`config.mk`:
```
export PLATFORM = sky130hd
export DESIGN_NAME = rgb2gray_stream
export DESIGN_NICKNAME = d
export VERILOG_FILES = /design/src/rtl/rgb2gray_stream.sv
export SDC_FILE = /design/constraint.sdc
export NUM_CORES = 1
export LEC_CHECK = 0
export CAP_MARGIN = 20
export CORE_ASPECT_RATIO = 0.75
export CORE_MARGIN = 2
export CORE_UTILIZATION = 25
export CTS_CLUSTER_DIAMETER = 100
export DETAILED_ROUTE_END_ITERATION = 16
export HOLD_SLACK_MARGIN = 0.15
export PLACE_DENSITY = 0.46
export SLEW_MARGIN = 40
export SYNTH_ARGS = -nofsm -noshare
export SYNTH_HDL_FRONTEND = slang
export SYNTH_SLANG_ARGS = --single-unit
```
`constraint.sdc`:
```
create_clock -name clk -period 7.55 [get_ports clk]
set_input_delay 1.8875 -clock clk [delete_from_list [all_inputs] [get_ports clk]]
set_output_delay 1.8875 -clock clk [all_outputs]
set_load 0.02 [all_outputs]
```
`src/rtl/rgb2gray_stream.sv`:
```
// rtl/rgb2gray_stream.sv - two-stage RGB to grey stream converter with frame position flags
module rgb2gray_stream #(
    parameter int DATA_W = 8,
    parameter int WIDTH  = 768,
    parameter int HEIGHT = 512,
    parameter int OUT_CH = 3
) (
    input  logic                     clk,
    input  logic                     rst,
    input  logic                     mode,
    input  logic                     s_valid,
    output logic                     s_ready,
    input  logic [3*DATA_W-1:0]      s_data,
    output logic                     m_valid,
    input  logic                     m_ready,
    output logic [OUT_CH*DATA_W-1:0] m_data,
    output logic                     m_sof,
    output logic                     m_eol,
    output logic                     m_eof
);

    localparam int SUM_W = DATA_W + 8;
    localparam int CW    = (WIDTH > 1) ? $clog2(WIDTH) : 1;
    localparam int RW    = (HEIGHT > 1) ? $clog2(HEIGHT) : 1;

    logic              enable;
    logic              accept;
    logic [CW-1:0]     col_q;
    logic [RW-1:0]     row_q;
    logic              first_px;
    logic              last_col;
    logic              last_row;
    logic              mode_q;
    logic              pix_mode;
    logic [DATA_W-1:0] r, g, b;
    logic [DATA_W+1:0] sum_mean;
    logic [SUM_W-1:0]  sum_luma;

    logic              s1_valid;
    logic              s1_mode;
    logic [SUM_W-1:0]  s1_sum;
    logic              s1_sof, s1_eol, s1_eof;
    logic [DATA_W-1:0] grey_mean;
    logic [DATA_W-1:0] grey_luma;
    logic [DATA_W-1:0] grey;

    // Both stages stall together whenever the output register is full and blocked.
    assign enable = !m_valid || m_ready;
    assign s_ready = enable;
    assign accept = s_valid && enable;

    assign first_px = (col_q == '0) && (row_q == '0);
    assign last_col = (col_q == CW'(WIDTH - 1));
    assign last_row = (row_q == RW'(HEIGHT - 1));

    // The first pixel of a frame uses the live mode input; the rest of the frame uses the latched copy.
    assign pix_mode = first_px ? mode : mode_q;

    assign r = s_data[DATA_W-1:0];
    assign g = s_data[2*DATA_W-1:DATA_W];
    assign b = s_data[3*DATA_W-1:2*DATA_W];

    assign sum_mean = {2'b00, r} + {2'b00, g} + {2'b00, b};
    assign sum_luma = SUM_W'(77) * SUM_W'(r) + SUM_W'(150) * SUM_W'(g) + SUM_W'(29) * SUM_W'(b);

    always_ff @(posedge clk or posedge rst) begin
        if (rst) begin
            col_q  <= '0;
            row_q  <= '0;
            mode_q <= 1'b0;
        end else if (accept) begin
            if (first_px) begin
                mode_q <= mode;
            end
            if (last_col) begin
                col_q <= '0;
                row_q <= last_row ? '0 : row_q + RW'(1);
            end else begin
                col_q <= col_q + CW'(1);
            end
        end
    end

    always_ff @(posedge clk or posedge rst) begin
        if (rst) begin
            s1_valid <= 1'b0;
            s1_mode  <= 1'b0;
            s1_sum   <= '0;
            s1_sof   <= 1'b0;
            s1_eol   <= 1'b0;
            s1_eof   <= 1'b0;
        end else if (enable) begin
            s1_valid <= s_valid;
            s1_mode  <= pix_mode;
            s1_sum   <= pix_mode ? sum_luma : SUM_W'(sum_mean);
            s1_sof   <= first_px;
            s1_eol   <= last_col;
            s1_eof   <= last_col && last_row;
        end
    end

    // Luma weights sum to 256, so the shifted result always fits in DATA_W bits.
    assign grey_mean = DATA_W'(s1_sum[DATA_W+1:0] / (DATA_W + 2)'(3));
    assign grey_luma = s1_sum[SUM_W-1:8];
    assign grey      = s1_mode ? grey_luma : grey_mean;

    always_ff @(posedge clk or posedge rst) begin
        if (rst) begin
            m_valid <= 1'b0;
            m_data  <= '0;
            m_sof   <= 1'b0;
            m_eol   <= 1'b0;
            m_eof   <= 1'b0;
        end else if (enable) begin
            m_valid <= s1_valid;
            m_data  <= {OUT_CH{grey}};
            m_sof   <= s1_sof;
            m_eol   <= s1_eol;
            m_eof   <= s1_eof;
        end
    end

endmodule

```
* After elaboration in Yosys (flattened, before gate mapping)
Index checks and enable logic that the tools add are counted.
** Storage, ports and cells
- Logic and storage cells :: 39
- Bits in registers :: 69
- Bits in latches :: 0
- Memories :: 0
- Bits in writable memories :: 0
- Output and inout port bits :: 29
- Memory bits (read-only) :: 0
- Bits of input ports :: 29
** Operators by class
- Bitwise gates (word level) :: 0
- Shift operators :: 0
- Order comparisons :: 0
- Reductions and logical operators :: 8
- Multiplexer cells :: 5
- Div/mod/pow operators :: 1
- Eq/ne operators :: 2
- Multipliers :: 3
- Add/sub/neg operators :: 6
** Operators by type and width (number)
- $mul A7 B8 Y15 const A :: 2
- $add A15 B16 Y16 :: 1
- $add A16 B13 Y16 :: 1
- $mux W16 :: 1
- $mul A5 B8 Y13 const A :: 1
- $add A10 B1 Y10 const B :: 1
- $add A9 B8 Y10 :: 1
- $div A10 B2 Y10 const B :: 1
- $eq A10 B10 Y1 const B :: 1
- $logic_not A10 Y1 :: 1
- $mux W10 :: 1
- $add A8 B8 Y9 :: 1
- $add A9 B1 Y9 const B :: 1
- $eq A9 B9 Y1 const B :: 1
- $logic_not A9 Y1 :: 1
- $mux W9 :: 1
- $mux W8 :: 1
- $logic_and A1 B1 Y1 :: 3
- $reduce_and A2 Y1 :: 1
- $logic_not A1 Y1 :: 1
- $logic_or A1 B1 Y1 :: 1
- $mux W1 :: 1

* Depth between registers and ports, before layout
- Depth in word-level cells :: 4
- Gate-level depth with buffers :: 26
- Mapped depth without buffers :: 26

* Least setup slack after synthesis
OpenSTA, ideal clock, no wires.
- Kind :: input to register
- Start :: input s_data[12]
- End :: register s1_sum[15]
- Slack :: -0.095 ns
- Arrival time :: 7.520 ns
- Path buffers :: 0
- Cell stages on the path :: 22
- Required time :: 7.426 ns
- Cell sequence :: ha_1 ha_1 inv_1 fa_1 fa_1 inv_1 ha_1 xnor2_1 fa_1 inv_1 fa_1 fa_1 inv_1 fa_1 ha_1 nor2b_1 a41o_1 o41ai_1 o21a_1 o21ai_0 xnor2_1 o21ai_1
** On the way
- Longest elaborated chain between the ends :: 4
** Ends and longest elaborated chain
- from (decl) :: line 13 : input logic [3*DATA_W-1:0] s_data,
- $mul A7 B8 Y15 :: line 64 : assign sum_luma = SUM_W'(77) * SUM_W'(r) + SUM_W'(150) * SUM_W'(g) + SUM_W'(29) * SUM_W'(b);
- $add A15 B16 Y16 :: line 64
- $add A16 B13 Y16 :: line 64
- $mux W16 :: line 95 : s1_sum <= pix_mode ? sum_luma : SUM_W'(sum_mean);
- to (signal assigned) :: line 95
- to (decl) :: line 41 : logic [SUM_W-1:0] s1_sum;
No other way between the ends.
A chain may end at the register's enable or synchronous reset.

* Worst setup path in the final report
- Start :: input s_data[14]
- End :: register s1_sum[15]
The elaborated chain is that of the path after synthesis.

==> metrics.txt <==
Critical Path AT=~7.5 ns; vias per inst=roughly 4.5; site row count=between 50 and 60; Final Util=around 31%; Post-synth top cells=121 x inv_1, 100 x ha_1, 68 x nand2_1; crit end category=flop; Worst-Skew Late Latency=around 0.30 ns; DRC viols=0; vias in the first global route=just over 5000; area leader, netlist=dfrtp_1; PortBufs=57; Pre-Repair DR Iteration Count=4; Syn Area/Cell=approximately 9 µm²; first-pass GRT wire length=between 20000 and 30000 µm; 1st-iter DRT viols=around 240; grt total ovfl=0; Ant. Diodes=0; routed length per instance=13.34 µm; worst r2r src=s1_sum[5]$_DFFE_PP0N_; Hold Crit Class=reg2reg; All-Layer GR Usage=between 10% and 20%; DPL Wire Length=13410 µm; core box area=roughly 27000 µm²; nets@finish=roughly 1000; DIE AREA=approximately 29000 µm²; TritonCTS clock tree=built; status=completed; R2R cell count=12; # setup viols final=0; Synth cell types=69; asr flop ratio synth=between 90% and 100%; Mapped Area=6930 µm²; drt total wl=between 15000 and 20000 µm; syn nets=959; RR Endpoint=m_data[16]$_DFFE_PP0N_; clock slew at the register clock pins of the worst setup and hold paths=around 0.08 ns; max frequency=~140 MHz; top-area cell type share of the netlist area=around a fifth; #FFs+latches synth=53; Startpoint Class=primary input; Post-DRT Antenna Nets=0; fin crit period=7.318 ns; largest net degree at the start of global routing=54; Worst Setup EP=s1_sum[15]$_DFFE_PP0N_; Synth area leaders=dfrtp_1 19%, fa_1 19%, ha_1 18%, inv_1 6.6%, nand2_1 3.7%; CTS H-tree lvls=2; I/O pins=between 50 and 60; Hold Buf Count CTS=0; clock sinks=53; Clk Tree Root Cell=clkbuf_16; cts bufs inserted=5; Layout area overhead=21.29%; Critical Path Start=s_data[14]; YS warnings=0; Main synth FF type=dfrtp_1; Final GP Congestion=about 0.77; flop2flop setup slack=between 4 and 5 ns; Hold WS=0.4696 ns; chip width=a little under 200 µm; most frequent cell after synthesis=inv_1; Hold Vio Cnt, Final=0; CP required=~7.7 ns; Tightest Pin Transition=between 0.7 and 0.8 ns; max_slew headroom=~53%; Longest Clk Path Bufs=2; CP Class=in2reg; CP max FO=3; Worst VDD drop=roughly 480 µV; max cap viols=0; RSZ-0062 raised after global routing=false; Period Utilization, post-route=roughly 97%; max-slew violations=0; sequential area share after synthesis=between 10% and 20%; pwr dens=525.1 nW/µm²; initial antenna violation count=0; Post-synth EDFFs=0; PnR Total Power=4.413 mW; clk_skew=roughly 0.011 ns; vias=5357; layout cells sized above 1=between 10% and 20%; Leak=around 4 nW; DIE HEIGHT=about 150 µm; initial core utilization=approximately 26%; gate count of the mapped netlist=between 700 and 800
==> critical path, cell delays in order <==
cell	delay, ns
dlygate4sd2_1	0.24
ha_1	0.27
ha_1	0.27
inv_1	0.04
fa_1	0.45
fa_1	0.51
inv_2	0.05
ha_4	0.24
xnor2_2	0.13
fa_1	0.47
inv_1	0.05
fa_1	0.46
fa_1	0.49
inv_1	0.05
fa_1	0.52
ha_4	0.22
nor2b_1	0.12
a41o_1	0.25
o41ai_4	0.25
o21a_1	0.19
o21ai_1	0.08
xnor2_1	0.18
o21ai_1	0.07
==> area by class of cell <==
type	instances	area, µm²
fillers	2893	18730
flip-flops and latches	53	1326
multi-input cells	551	5025
well taps	351	439.2
repair buffers	115	999.7
clock buffers	5	125.1
inverters	123	461.7
clock inverters	3	28.78
==> sequential cells by signal (all words and copies together), names as in the netlist, 8 cells and up <==
register	cells
m_data	8
row_q	9
s1_sum	16
col_q	10
==> cell usage in the layout, fill, tap and decap left out, types with 8 or more instances in the layout <==
cell / count
inv_1: 116
ha_1: 95
nand2_1: 68
fa_1: 65
buf_4: 56
dfrtp_1: 53
clkdlybuf4s50_1: 50
nor2_1: 39
a21oi_1: 37
o21ai_0: 33
xnor2_1: 21
xor2_1: 14
a21o_1: 10
a211oi_1: 9
nand3_1: 8
mux2i_1: 8
o21ai_1: 8
==> cell families (layout without fill, tap and decap cells) <==
kind of cell    Yosys count  in the layout  share of synthesized area [%]
xor+xnor                 36             36                          4.550
mux                      11             11                          1.625
simple gates            189            189                          13.52
buf+inv                 161            246                          9.984
compound gates          150            150                          14.35
fa+ha+maj               165            165                          36.83
flops                    53             53                          19.14
==> through the flow <==
stage | setup slack (ns) | cell area, µm² | cells | TNS [ns]
after CTS | 0.01282 | 8362 | 1199 | 0
after detailed placement | -0.6443 | 8124 | 1188 | -3.630
after global routing | 0.004898 | 8406 | 1201 | 0
final | 0.2320 | 8406 | 1201 | 0
after global placement | -0.5943 | 8122 | 1188 | -3.437
after floorplan | 0.01092 | 6938 | 765 | 0
==> layer usage <==
| layer | vias to the layer above | share of wire [%] | track usage, % |
|---|---|---|---|
| met5 | - | 0 | 0 |
| met2 | 46 | 42 | 16.78 |
| li1 | 2713 | - | - |
| met4 | 0 | 0.49 | 1.212 |
| met1 | 2591 | 55 | 18.16 |
| met3 | 7 | 2.4 | 1.587 |
==> timing repair <==
action / CTS / global route
resized for setup: 21 / 11
setup buffers: 3 / 2
setup endpoints to repair: 7 / 6
pin swaps: 18 / 19
==> worst min path at each step <==
stage	from	endpoint	slack, ns	depth (start not counted)
5_1_grt	s1_eof$_DFFE_PP0N_	s1_eof$_DFFE_PP0N_	0.50	2
3_3_place_gp	s1_valid$_DFFE_PP0N_	m_valid$_DFFE_PP0N_	0.44	1
6_report	s1_valid$_DFFE_PP0N_	m_valid$_DFFE_PP0N_	0.47	1
3_5_place_dp	s1_valid$_DFFE_PP0N_	m_valid$_DFFE_PP0N_	0.45	1
2_1_floorplan	s1_valid$_DFFE_PP0N_	m_valid$_DFFE_PP0N_	0.43	1
4_1_cts	s1_valid$_DFFE_PP0N_	m_valid$_DFFE_PP0N_	0.48	1
==> power by group <==
group | leakage (nW) | switching [mW] | internal [mW]
logic | 3.30 | 1.74 | 1.96
registers | 0.673 | 0.124 | 0.350
clock network | 0.0763 | 0.119 | 0.128
total | 4.05 | 1.98 | 2.43
Power figures use the tool's default switching activity.
